===== config.mk =====
export PLATFORM = sky130hd
export DESIGN_NAME = game_link_rx
export DESIGN_NICKNAME = d
export VERILOG_FILES = /design/src/rtl/game_link_pkg.sv /design/src/rtl/game_link_rx.sv
export SDC_FILE = /design/constraint.sdc
export NUM_CORES = 1
export LEC_CHECK = 0
export BUFFER_PORTS_ARGS = -buffer_cell sky130_fd_sc_hd__buf_2
export CAP_MARGIN = 0
export CORE_ASPECT_RATIO = 0.8
export CORE_MARGIN = 2
export CORE_UTILIZATION = 45
export DETAILED_ROUTE_END_ITERATION = 8
export PLACE_DENSITY = 0.69
export SLEW_MARGIN = 30
export SYNTH_ARGS = -nofsm -noshare
export SYNTH_HDL_FRONTEND = slang
export SYNTH_SLANG_ARGS = --single-unit
export TNS_END_PERCENT = 10

===== constraint.sdc =====
create_clock -name i_clk -period 17.4 [get_ports i_clk]
set_clock_uncertainty 0.15 [all_clocks]
set_input_delay 0 -clock i_clk [delete_from_list [all_inputs] [get_ports i_clk]]
set_output_delay 0 -clock i_clk [all_outputs]
set_load 0.01 [all_outputs]

===== src/rtl/game_link_pkg.sv =====
// Shared framing constants and decoded game-state types for the inter-board game link.
// Imported by both the receiver (game_link_rx) and the transmitter (game_link_tx).
package game_link_pkg;

    localparam logic [7:0] SYNC_BYTE   = 8'hA5;
    localparam int         FRAME_LEN   = 17;
    localparam int         FIELD_W     = 12;
    localparam int         SCORE_W     = 9;
    localparam int         FLG_ENDGAME = 0;
    localparam int         FLG_HIT     = 1;

    // Everything between the sync byte and the checksum byte
    localparam int PAYLOAD_LEN = FRAME_LEN - 2;
    localparam int SHADOW_W    = 8 * PAYLOAD_LEN;

    typedef enum logic [1:0] {
        ST_HUNT,
        ST_PAYLOAD,
        ST_CHECK
    } link_state_t;

    typedef struct packed {
        logic [FIELD_W-1:0] x1;
        logic [FIELD_W-1:0] y1;
        logic [FIELD_W-1:0] x2;
        logic [FIELD_W-1:0] y2;
    } rect_t;

    typedef struct packed {
        rect_t              ball;
        rect_t              pad;
        logic [SCORE_W-1:0] score;
        logic               endgame;
        logic               hit;
    } game_state_t;

endpackage


===== src/rtl/game_link_rx.sv =====
// Frames the UART byte stream, verifies the XOR checksum and publishes the remote game state.
// Outputs update on the checksum byte's edge; always ready, no backpressure.
module game_link_rx
    import game_link_pkg::*;
#(
    parameter int unsigned TIMEOUT_CYC = 100000,
    parameter int unsigned LINK_CYC    = 10000000
) (
    input  logic                i_clk,
    input  logic                i_rst,
    input  logic                i_valid,
    input  logic [7:0]          i_data,
    output logic [FIELD_W-1:0]  o_ball_x1,
    output logic [FIELD_W-1:0]  o_ball_y1,
    output logic [FIELD_W-1:0]  o_ball_x2,
    output logic [FIELD_W-1:0]  o_ball_y2,
    output logic [FIELD_W-1:0]  o_pad_x1,
    output logic [FIELD_W-1:0]  o_pad_y1,
    output logic [FIELD_W-1:0]  o_pad_x2,
    output logic [FIELD_W-1:0]  o_pad_y2,
    output logic [SCORE_W-1:0]  o_score,
    output logic                o_endgame,
    output logic                o_hit,
    output logic                o_update,
    output logic                o_err,
    output logic [7:0]          o_err_cnt,
    output logic                o_link
);

    localparam int GAP_W  = $clog2(TIMEOUT_CYC + 1);
    localparam int LINK_W = $clog2(LINK_CYC + 1);

    localparam logic [GAP_W-1:0]  GAP_MAX   = GAP_W'(TIMEOUT_CYC);
    localparam logic [GAP_W-1:0]  GAP_HIT   = GAP_W'(TIMEOUT_CYC - 1);
    localparam logic [LINK_W-1:0] LINK_LOAD = LINK_W'(LINK_CYC);
    localparam logic [3:0]        LAST_IDX  = 4'(PAYLOAD_LEN - 1);

    // Shadow layout: eight fields at the top, then the 16-bit score word, then flags
    localparam int FIELDS_LSB = SHADOW_W - 8 * FIELD_W;
    localparam int SCORE_LSB  = 8;

    link_state_t          r_state;
    logic [3:0]           r_idx;
    logic [7:0]           r_xor;
    logic [SHADOW_W-1:0]  r_shadow;
    game_state_t          r_out;
    logic                 r_update;
    logic                 r_err;
    logic [7:0]           r_err_cnt;
    logic [GAP_W-1:0]     r_gap;
    logic [LINK_W-1:0]    r_link_cnt;
    logic                 r_link;

    logic                 w_in_frame;
    logic                 w_timeout;
    logic                 w_chk_byte;
    logic                 w_good;
    logic                 w_err;
    logic [LINK_W-1:0]    w_link_next;
    game_state_t          w_frame;
    logic [12:0]          w_unused_bits;

    assign w_in_frame = (r_state == ST_PAYLOAD) || (r_state == ST_CHECK);

    // A byte arriving on the would-be timeout edge takes priority over the abort
    assign w_timeout  = w_in_frame && !i_valid && (r_gap == GAP_HIT);
    assign w_chk_byte = (r_state == ST_CHECK) && i_valid;
    assign w_good     = w_chk_byte && (i_data == r_xor);
    assign w_err      = (w_chk_byte && (i_data != r_xor)) || w_timeout;

    assign w_frame.ball    = r_shadow[SHADOW_W-1 -: 4*FIELD_W];
    assign w_frame.pad     = r_shadow[FIELDS_LSB +: 4*FIELD_W];
    assign w_frame.score   = r_shadow[SCORE_LSB +: SCORE_W];
    assign w_frame.endgame = r_shadow[FLG_ENDGAME];
    assign w_frame.hit     = r_shadow[FLG_HIT];

    // Score high bits and spare flag bits carry no meaning on this link
    assign w_unused_bits = {r_shadow[FIELDS_LSB-1 : SCORE_LSB+SCORE_W], r_shadow[7:2]};

    assign w_link_next = w_good              ? LINK_LOAD :
                         (r_link_cnt != '0)  ? r_link_cnt - LINK_W'(1) :
                                               '0;

    always_ff @(posedge i_clk or posedge i_rst) begin
        if (i_rst) begin
            r_state  <= ST_HUNT;
            r_idx    <= '0;
            r_xor    <= '0;
            r_shadow <= '0;
            r_out    <= '0;
            r_update <= 1'b0;
            r_err    <= 1'b0;
        end else begin
            r_update <= 1'b0;
            r_err    <= w_err;
            case (r_state)
                ST_HUNT: begin
                    if (i_valid && (i_data == SYNC_BYTE)) begin
                        r_idx   <= '0;
                        r_xor   <= '0;
                        r_state <= ST_PAYLOAD;
                    end
                end
                ST_PAYLOAD: begin
                    if (w_timeout) begin
                        r_state <= ST_HUNT;
                    end else if (i_valid) begin
                        r_shadow <= {r_shadow[SHADOW_W-9:0], i_data};
                        r_xor    <= r_xor ^ i_data;
                        r_idx    <= r_idx + 4'd1;
                        if (r_idx == LAST_IDX) begin
                            r_state <= ST_CHECK;
                        end
                    end
                end
                ST_CHECK: begin
                    if (w_timeout) begin
                        r_state <= ST_HUNT;
                    end else if (i_valid) begin
                        if (w_good) begin
                            r_out    <= w_frame;
                            r_update <= 1'b1;
                        end
                        r_state <= ST_HUNT;
                    end
                end
                default: r_state <= ST_HUNT;
            endcase
        end
    end

    always_ff @(posedge i_clk or posedge i_rst) begin
        if (i_rst) begin
            r_gap <= '0;
        end else if (i_valid) begin
            r_gap <= '0;
        end else if (r_gap != GAP_MAX) begin
            r_gap <= r_gap + GAP_W'(1);
        end
    end

    always_ff @(posedge i_clk or posedge i_rst) begin
        if (i_rst) begin
            r_err_cnt <= '0;
        end else if (w_err && (r_err_cnt != 8'hFF)) begin
            r_err_cnt <= r_err_cnt + 8'd1;
        end
    end

    always_ff @(posedge i_clk or posedge i_rst) begin
        if (i_rst) begin
            r_link_cnt <= '0;
            r_link     <= 1'b0;
        end else begin
            r_link_cnt <= w_link_next;
            r_link     <= (w_link_next != '0);
        end
    end

    assign o_ball_x1 = r_out.ball.x1;
    assign o_ball_y1 = r_out.ball.y1;
    assign o_ball_x2 = r_out.ball.x2;
    assign o_ball_y2 = r_out.ball.y2;
    assign o_pad_x1  = r_out.pad.x1;
    assign o_pad_y1  = r_out.pad.y1;
    assign o_pad_x2  = r_out.pad.x2;
    assign o_pad_y2  = r_out.pad.y2;
    assign o_score   = r_out.score;
    assign o_endgame = r_out.endgame;
    assign o_hit     = r_out.hit;
    assign o_update  = r_update;
    assign o_err     = r_err;
    assign o_err_cnt = r_err_cnt;
    assign o_link    = r_link;

endmodule


After elaboration in Yosys (flattened, before gate mapping):

Index checks and enable logic that the tools add are counted.

* flip-flop bits (word level): 293
* bits of input ports: 11
* output and inout bits: 118
* word-level logic and storage cells: 84

* add/sub/neg operators: 4
* equality and inequality tests: 15
* multiplexer cells: 23
* bitwise gates (word level): 2
* reductions and logical operators: 19

Operators with widths (count)
* $mux W24: 2
* $reduce_bool A24 Y1: 2
* $mux W17: 2
* $mux W8: 3
* $sub A24 B1 Y24 const B: 1
* $add A17 B1 Y17 const B: 1
* $eq A17 B17 Y1 const B: 1
* $ne A17 B17 Y1 const B: 1
* $pmux W8 S2: 1
* $mux W2: 6
* $mux W4: 3
* $reduce_and A4 Y1: 3
* $add A8 B1 Y8 const B: 1
* $eq A8 B8 Y1: 1
* $eq A8 B8 Y1 const B: 1
* $ne A8 B8 Y1: 1
* $ne A8 B8 Y1 const B: 1
* $pmux W4 S2: 1
* $xor A8 B8 Y8: 1
* $logic_and A1 B1 Y1: 7
* $ne A2 B2 Y1 const B: 3
* $ne A3 B3 Y1 const B: 2
* $pmux W2 S3: 1
* $add A4 B1 Y4 const B: 1
* other kinds (11): 16

Longest topological paths before layout:

Gate-level depths: netlist (run 1).

* depth after elaboration: 7
* mapped depth: 9
* gate-level depth less buffers: 8

Worst setup path before layout (run 1):

No wires, ideal clock.

* kind: flip-flop to flip-flop
* start: register r_gap[11]
* end: register r_err_cnt[1], in the netlist o_err_cnt[1]
* library setup time: 0.128 ns
* arrival: 2.035 ns
* required time: 17.122 ns
* setup slack: 15.087 ns
* cell stages (with the launch flop): 6
* path buffers: 0
* clock period less this slack: 2.313 ns
* cell sequence: dfrtp_1 or4_4 nor4_4 nand4_2 a32oi_4 mux2_1

* word-level cells in the longest chain between the ends: 4

RTL lines
* start: declaration: line game_link_rx.sv:50 `logic [GAP_W-1:0] r_gap;`
* start signal: assignment: line game_link_rx.sv:138 `r_gap <= r_gap + GAP_W'(1);`
* $eq A17 B17 Y1: line game_link_rx.sv:66 `assign w_timeout = w_in_frame && !i_valid && (r_gap == GAP_HIT);`
* $logic_and A1 B1 Y1: line game_link_rx.sv:66
* $logic_or A1 B1 Y1: line game_link_rx.sv:69 `assign w_err = (w_chk_byte && (i_data != r_xor)) || w_timeout;`
* $logic_and A1 B1 Y1: line game_link_rx.sv:145 `end else if (w_err && (r_err_cnt != 8'hFF)) begin`
* end signal: assignment: line game_link_rx.sv:146 `r_err_cnt <= r_err_cnt + 8'd1;`
* end: declaration: line game_link_rx.sv:49 `logic [7:0] r_err_cnt;`

No other way between the ends.
A chain may end at the register's enable or synchronous reset.

Worst setup path after layout (run 1):

* start: register r_link_cnt[8]
* end: register r_link_cnt[6]

* word-level cells in the longest chain between the ends: 3

RTL lines
* start: declaration: line game_link_rx.sv:51 `logic [LINK_W-1:0] r_link_cnt;`
* start signal: assignment: line game_link_rx.sv:155 `r_link_cnt <= w_link_next;`
* $reduce_bool A24 Y1: line game_link_rx.sv:81 `(r_link_cnt != '0) ? r_link_cnt - LINK_W'(1) :`
* $mux W24: line game_link_rx.sv:81
* $mux W24: line game_link_rx.sv:80 `assign w_link_next = w_good ? LINK_LOAD :`
* via w_link_next[6]: line game_link_rx.sv:59 `logic [LINK_W-1:0] w_link_next;`

The timed path passes the listed nets, and every way through them passes these cells.

==> results of run 1 <==
cell usage after synthesis (all sizes together), types with 7 or more instances:
cell,number,area [sq um]
inv,18,67.6
o21ai,34,170
nor4,7,80.1
xnor2,33,289
dfrtp,293,7330
nand3,14,70.1
ha,10,125
nand2,352,1320
mux2,121,1360
nand4,12,81.3
clkbuf,25,93.8
xor2,11,96.3
a21oi,13,65.1
or4,7,56.3
nor3,16,90.1
or3,7,43.8
nor2,50,188
buf,18,73.8
final cells by class:
type | count | area share (%)
clock inverter | 11 | 0.637
inverter | 18 | 0.592
tap | 357 | 3.20
multi-input combinational | 729 | 31.5
timing repair buffer | 143 | 5.63
sequential | 293 | 52.6
clock buffer | 42 | 5.84
worst paths after layout:
check	cells after the start	from	end	slack, ns
worst max-delay path	5	r_link_cnt[8]	r_link_cnt[6]	14.36
max in group asynchronous	4	i_rst	r_shadow[58]	15.93
worst min register to register	2	r_shadow[117]	o_ball_x1[9]	0.31
worst min-delay path	3	i_rst	o_ball_x1[8]	-0.03
worst max register to register	5	r_link_cnt[8]	r_link_cnt[6]	14.36
min in group i_clk	4	i_data[1]	r_xor[1]	0.14
cells by family after synthesis:
kind of cell,Yosys count
buffers and inverters,61
xor gates and xnor gates,44
muxes,123
DFF,293
and+or+nand+nor,486
adders and majority gates,10
AOI/OAI and AO/OA,66
sequential cells by signal (all words and copies together) (netlist names), 4 cells and up:
| name | cells |
|---|---|
| r_shadow | 120 |
| r_link_cnt | 24 |
| r_gap | 17 |
| o_ball_x1 | 12 |
| o_ball_x2 | 12 |
| o_ball_y1 | 12 |
| o_ball_y2 | 12 |
| o_pad_x1 | 12 |
| o_pad_x2 | 12 |
| o_pad_y1 | 12 |
| o_pad_y2 | 12 |
| o_score | 9 |
| o_err_cnt | 8 |
| r_xor | 8 |
| r_idx | 4 |
power breakdown:
part	internal (W)	switching (W)	total (W)
Clock	0.000339	0.000256	0.000595
Combinational	0.0000219	0.0000293	0.0000512
Sequential	0.000698	0.0000111	0.000710
metrics by stage:
stage / power, W / area, sq um / hold slack (ns) / worst slack, ns
after floorplan: 0.000758 / 11900 / -0.0227 / 9.16
after global placement: 0.000771 / 12900 / 0.125 / 14.44
after detailed placement: 0.000773 / 12900 / 0.131 / 14.39
final: 0.00136 / 14000 / -0.0264 / 14.36
after global routing: 0.00141 / 14000 / 0.0470 / 14.11
after CTS: 0.00137 / 13900 / 0.104 / 14.35
metal layers:
| layer | vias to the layer above | GRT usage [%] |
|---|---|---|
| li1 | 3870 | - |
| met4 | 0 | 4.45 |
| met1 | 4011 | 27.5 |
| met2 | 155 | 26.9 |
| met5 | - | 0 |
| met3 | 38 | 3.75 |
worst max-delay path, cell delays in order (launching register included):
cell	delay [ns]
dfrtp_1	0.42
nor3_1	0.45
nand4_1	0.51
nor3_2	0.66
or2_1	0.58
nor2_1	0.12
==> results.tsv, run 1 <==
stage	metric	value	unit
timing	hold_ws	-0.0264	ns
yosys	Syn Inst Count	1083	
worst_setup_path	Setup CP Type	register to register	
yosys	synthesis-stage register bit count	293	
yosys	Syn Std Cell Area	11900	sq um
cts	CTS tree	done	
global_routing	vias in the first global route	7808	
cts	Post-CTS Hold Fix Bufs	10	
global_routing	Total GRT Usage	18.2	%
finish	fillers	2335	
place	Detail Placement HPWL	15900	microns
run_status	failing checks	hold timing	
cts	CTS max path bufs	3	
job	maxcap violations	0	
drt	met3 wire length	1280	microns
drt	detailed-route wire length	24800	microns
yosys	Synthesized Nets	1104	
yosys	EDFF count, synth	0	
worst_setup_path	crit end category	register	
power_and_ir_drop	P_leak	7.31	nW
worst_setup_path	Crit Path Max Fanout	16	
drt	total number of vias	8074	
drt	DR iter-0 viols	526	
die	DIE HEIGHT	150	microns
timing	Slew @ Worst Pin	0.925	ns
hold_path	min-delay worst type	primary input to async pin	
worst_setup_path	CP arrival	3.28	ns
yosys	mux contribution to synthesized area	11.6	%
timing	Sum Neg Setup Slack	0	ns
global_routing	gr ovfl total	0	
yosys	Synth Warn #	0	
die	I/O pin count	129	
finish	Layout Nets	1235	
yosys	Synth Area in Compound Gates	3.39	%
global_routing	largest net degree at the start of global routing	135	
worst_setup_path	Worst setup SP type	register	
finish	commonest cells after routing, fill and taps aside	nand2_1 (351), dfrtp_1 (293), buf_2 (128)	
finish	layout cells sized above 1	25.2	%
timing	Max Freq	0.329	GHz
drt	met2 wire length	10800	microns
timing	period utilization	17.5	%
die	area of the die	27900	sq um
cts	Worst-Skew Late Latency	0.54	ns
finish	area delta synth->final	16.8	%
timing	Final setup viols	0	
cts	post-CTS repair timing setup buffer count	0	
yosys	Simple-Gate Fraction of Synth Area	17.4	%
run_status	status	finished with violations	
cts	Root Buffer	clkbuf_16	
timing	fin crit period	3.04	ns
timing	RSZ-0062 raised after global routing	false	
cts	CTS H-tree lvls	1	
finish	Util after Layout	53.3	%
finish	most common cell after layout, fill and taps aside	nand2_1	
place	Cell Count Post-Placement	1530	
timing	Slew Limit Fails	0	
finish	Non-Filler Instances	1593	
finish	n_diodes	0	
yosys	largest family of logic cells by synthesized area	simple AND/OR/NAND/NOR gates	
yosys	count of different cell masters after synthesis	52	
place	Placer Congestion	0.824	
yosys	average size of a mapped cell	11.0	sq um
power_and_ir_drop	Power Dens Cells	97.2	nW/um^2
die	number of placement rows	53	
finish	multi-input logic area	4400	sq um
drt	DRC violations left	0	
finish	register area	7330	sq um
cts	Post-CTS Resized	0	
die	starting density of the core	45.6	%
drt	Antenna Nets Post-Route	0	
cts	total CTS buffers	29	
die	core area	26200	sq um
yosys	Adder-Cell Fraction of Synth Area	1.05	%
drt	wl on met1	12200	microns
worst_setup_path	WP data required	17.65	ns
drt	Via density	5.07	
yosys	Async SR Flop Fraction	100	%
timing	final hold violation count	4	
global_routing	global-route wire length before repair	40600	microns
drt	top routing layer in use	met4	
die	Die W	186	microns
cts	Reg clk slew, reported paths	0.06	ns
global_routing	initial antenna violation count	0	
cts	# clock sinks	293	
yosys	Seq/Total Area, Yosys	61.4	%
yosys	post-synthesis xor/xnor area fraction	3.23	%
power_and_ir_drop	maximum vdd ir drop	0.0799	mV
place	PortBufs	128	
drt	drt wl/cell	15.5	microns
drt	TritonRoute pass-1 iters	4	
timing	relative slew slack	38.3	%
yosys	ys flop type	dfrtp_1	
Power figures use the tool's default switching activity.
==> run 2: changes to the inputs <==
==> constraint.sdc (replaced) <==
create_clock -name i_clk -period 3.1 [get_ports i_clk]
set_clock_uncertainty 0.15 [all_clocks]
set_input_delay 0 -clock i_clk [delete_from_list [all_inputs] [get_ports i_clk]]
set_output_delay 0 -clock i_clk [all_outputs]
set_load 0.01 [all_outputs]
==> run 2 against run 1 <==
  * The run now ends clean
  * Critical path depth rose by 3
  * Clock power grew to 6.2 times the previous value
  * Routed wire length down 0.58%
  * First-iteration DRC count fell by 5.1%
  * Core utilization up 0.84 points
  * Non-clock buffer count grew 6
  * Via count fell by 0.19%
  * Setup slack got worse by 14 ns
  * Critical path type unchanged
  * Critical endpoint is now o_link
  * Largest cell class unchanged
  * Highest routed layer unchanged
==> results.tsv, run 2 (same netlist as run 1, synthesis figures left out) <==
stage	metric	value	unit	change
finish	area delta synth->final	18.6	%	
drt	DRC violations left	0		unchanged
cts	CTS max path bufs	3		unchanged
die	Die W	186	microns	unchanged
drt	DR iter-0 viols	499		-5.1%
die	DIE HEIGHT	150	microns	unchanged
worst_setup_path	Setup CP Type	register to register		
job	maxcap violations	0		unchanged
place	Cell Count Post-Placement	1535		+0.33%
global_routing	global-route wire length before repair	40900	microns	+0.61%
finish	most common cell after layout, fill and taps aside	nand2_1		
power_and_ir_drop	maximum vdd ir drop	0.381	mV	+380%
cts	Post-CTS Resized	0		unchanged
global_routing	largest net degree at the start of global routing	116		-14%
cts	total CTS buffers	29		unchanged
cts	CTS H-tree lvls	1		unchanged
global_routing	Total GRT Usage	18.1	%	-0.096 points
timing	Slew @ Worst Pin	0.681	ns	-0.244 ns
timing	fin crit period	2.70	ns	-0.336 ns
cts	# clock sinks	293		unchanged
drt	total number of vias	8059		-0.19%
drt	TritonRoute pass-1 iters	4		unchanged
die	I/O pin count	129		unchanged
finish	largest register by flop count	r_shadow		
worst_setup_path	crit end category	register		
global_routing	vias in the first global route	7876		+0.87%
global_routing	gr ovfl total	0		unchanged
die	area of the die	27900	sq um	unchanged
place	Detail Placement HPWL	15700	microns	-0.76%
die	starting density of the core	45.6	%	unchanged
finish	commonest cells after routing, fill and taps aside	nand2_1 (351), dfrtp_1 (293), buf_2 (128)		
finish	fillers	2273		-2.7%
timing	Max Freq	0.370	GHz	+12%
drt	detailed-route wire length	24600	microns	-0.58%
drt	Antenna Nets Post-Route	0		unchanged
die	core area	26200	sq um	unchanged
power_and_ir_drop	P_leak	7.41	nW	+1.4%
finish	max reg flops	120		unchanged
power_and_ir_drop	Power Dens Cells	561	nW/um^2	+480%
cts	CTS tree	done		
timing	Final setup viols	0		unchanged
finish	Largest regs	r_shadow x120, r_link_cnt x24, r_gap x17		
die	number of placement rows	53		unchanged
timing	period utilization	87.2	%	+70 points
timing	relative slew slack	54.5	%	+16 points
drt	drt wl/cell	15.4	microns	-0.95%
worst_setup_path	CP arrival	2.96	ns	-0.32 ns
cts	Worst-Skew Late Latency	0.53	ns	about the same
timing	RSZ-0062 raised after global routing	false		
finish	Layout Nets	1241		+0.49%
worst_setup_path	WP data required	3.35	ns	-14.30 ns
worst_setup_path	Worst setup SP type	register		
place	Placer Congestion	0.884		+7.3%
finish	n_diodes	0		unchanged
hold_path	min-delay worst type	primary input to register		
cts	Reg clk slew, reported paths	0.06	ns	about the same
drt	Via density	5.04		-0.56%
worst_setup_path	Crit Path Max Fanout	7		-9
finish	Non-Filler Instances	1599		+0.38%
timing	Slew Limit Fails	0		unchanged
global_routing	initial antenna violation count	0		unchanged
finish	layout cells sized above 1	25.8	%	+0.60 points
cts	Root Buffer	clkbuf_16		
run_status	status	finished clean		
place	PortBufs	128		unchanged
power_and_ir_drop	Power Total	0.00795	W	+490%
timing	final hold violation count	0		-4
-- run 2: final timing paths --
path                               start      endpoint  slack [ns]  cells after the start
max in group asynchronous          i_rst  r_shadow[28]        1.32                      5
hold reg to reg             o_ball_x2[2]  o_ball_x2[2]        0.32                      2
min in group asynchronous          i_rst  o_ball_x1[6]        0.57                      4
setup / recovery           r_link_cnt[0]        o_link        0.40                      8
hold / removal                 i_data[1]      r_xor[1]        0.15                      4
setup reg to reg           r_link_cnt[0]        o_link        0.40                      8
-- run 2: where the power goes --
part           internal (W)  leakage, nW  switching (W)
clock network       0.00223        0.497        0.00145
registers           0.00392         3.97      0.0000643
logic              0.000131         2.95       0.000167
total               0.00628         7.41        0.00168
-- run 2: worst max-delay path, stage by stage (launching register included) --
cell and delay (ns):
dfrtp_1 0.45, inv_1 0.11, ha_1 0.24, nor3b_2 0.45, nand4_1 0.20, xor2_1 0.23
o2111ai_1 0.17, a2111oi_0 0.47, o21bai_1 0.10
-- run 2: area by class of cell --
cell class,count,area (sq um),area share (%)
Clock buffer,45,896,6.32
Clock inverter,8,120,0.848
Inverter,18,73.8,0.521
Multi-Input combinational cell,729,4400,31.1
Sequential cell,293,7330,51.7
Tap cell,357,447,3.15
Timing Repair Buffer,149,901,6.36
-- run 2: layer usage --
metal / track usage (%) / wire [microns] / part of all wire (%) / vias up
met5: 0 / 0 / 0 / -
met3: 3.09 / 1200 / 4.9 / 26
met2: 27.2 / 10800 / 44 / 171
met4: 4.02 / 364 / 1.5 / 0
met1: 27.6 / 12200 / 50 / 3985
li1: - / - / - / 3877
-- run 2: through the flow --
step	hold WS (ns)	cell area, sq um	TNS (ns)	setup WS, ns	utilization [%]
after detailed placement	-0.00501	13000	0	0.419	49.8
after global routing	0.149	14200	0	0.0722	54.1
after floorplan	-0.0227	12000	-275.17	-0.939	-
final	0.148	14200	0	0.398	54.1
after CTS	0.123	14200	0	0.399	54.1
after global placement	-0.0231	13000	0	0.560	49.8
-- run 2: what timing repair did --
action | in CTS | in global routing
setup endpoints to repair | 0 | 0
buffers inserted | 0 | 0
hold endpoints to repair | 217 | 0
hold buffers | 11 | 0
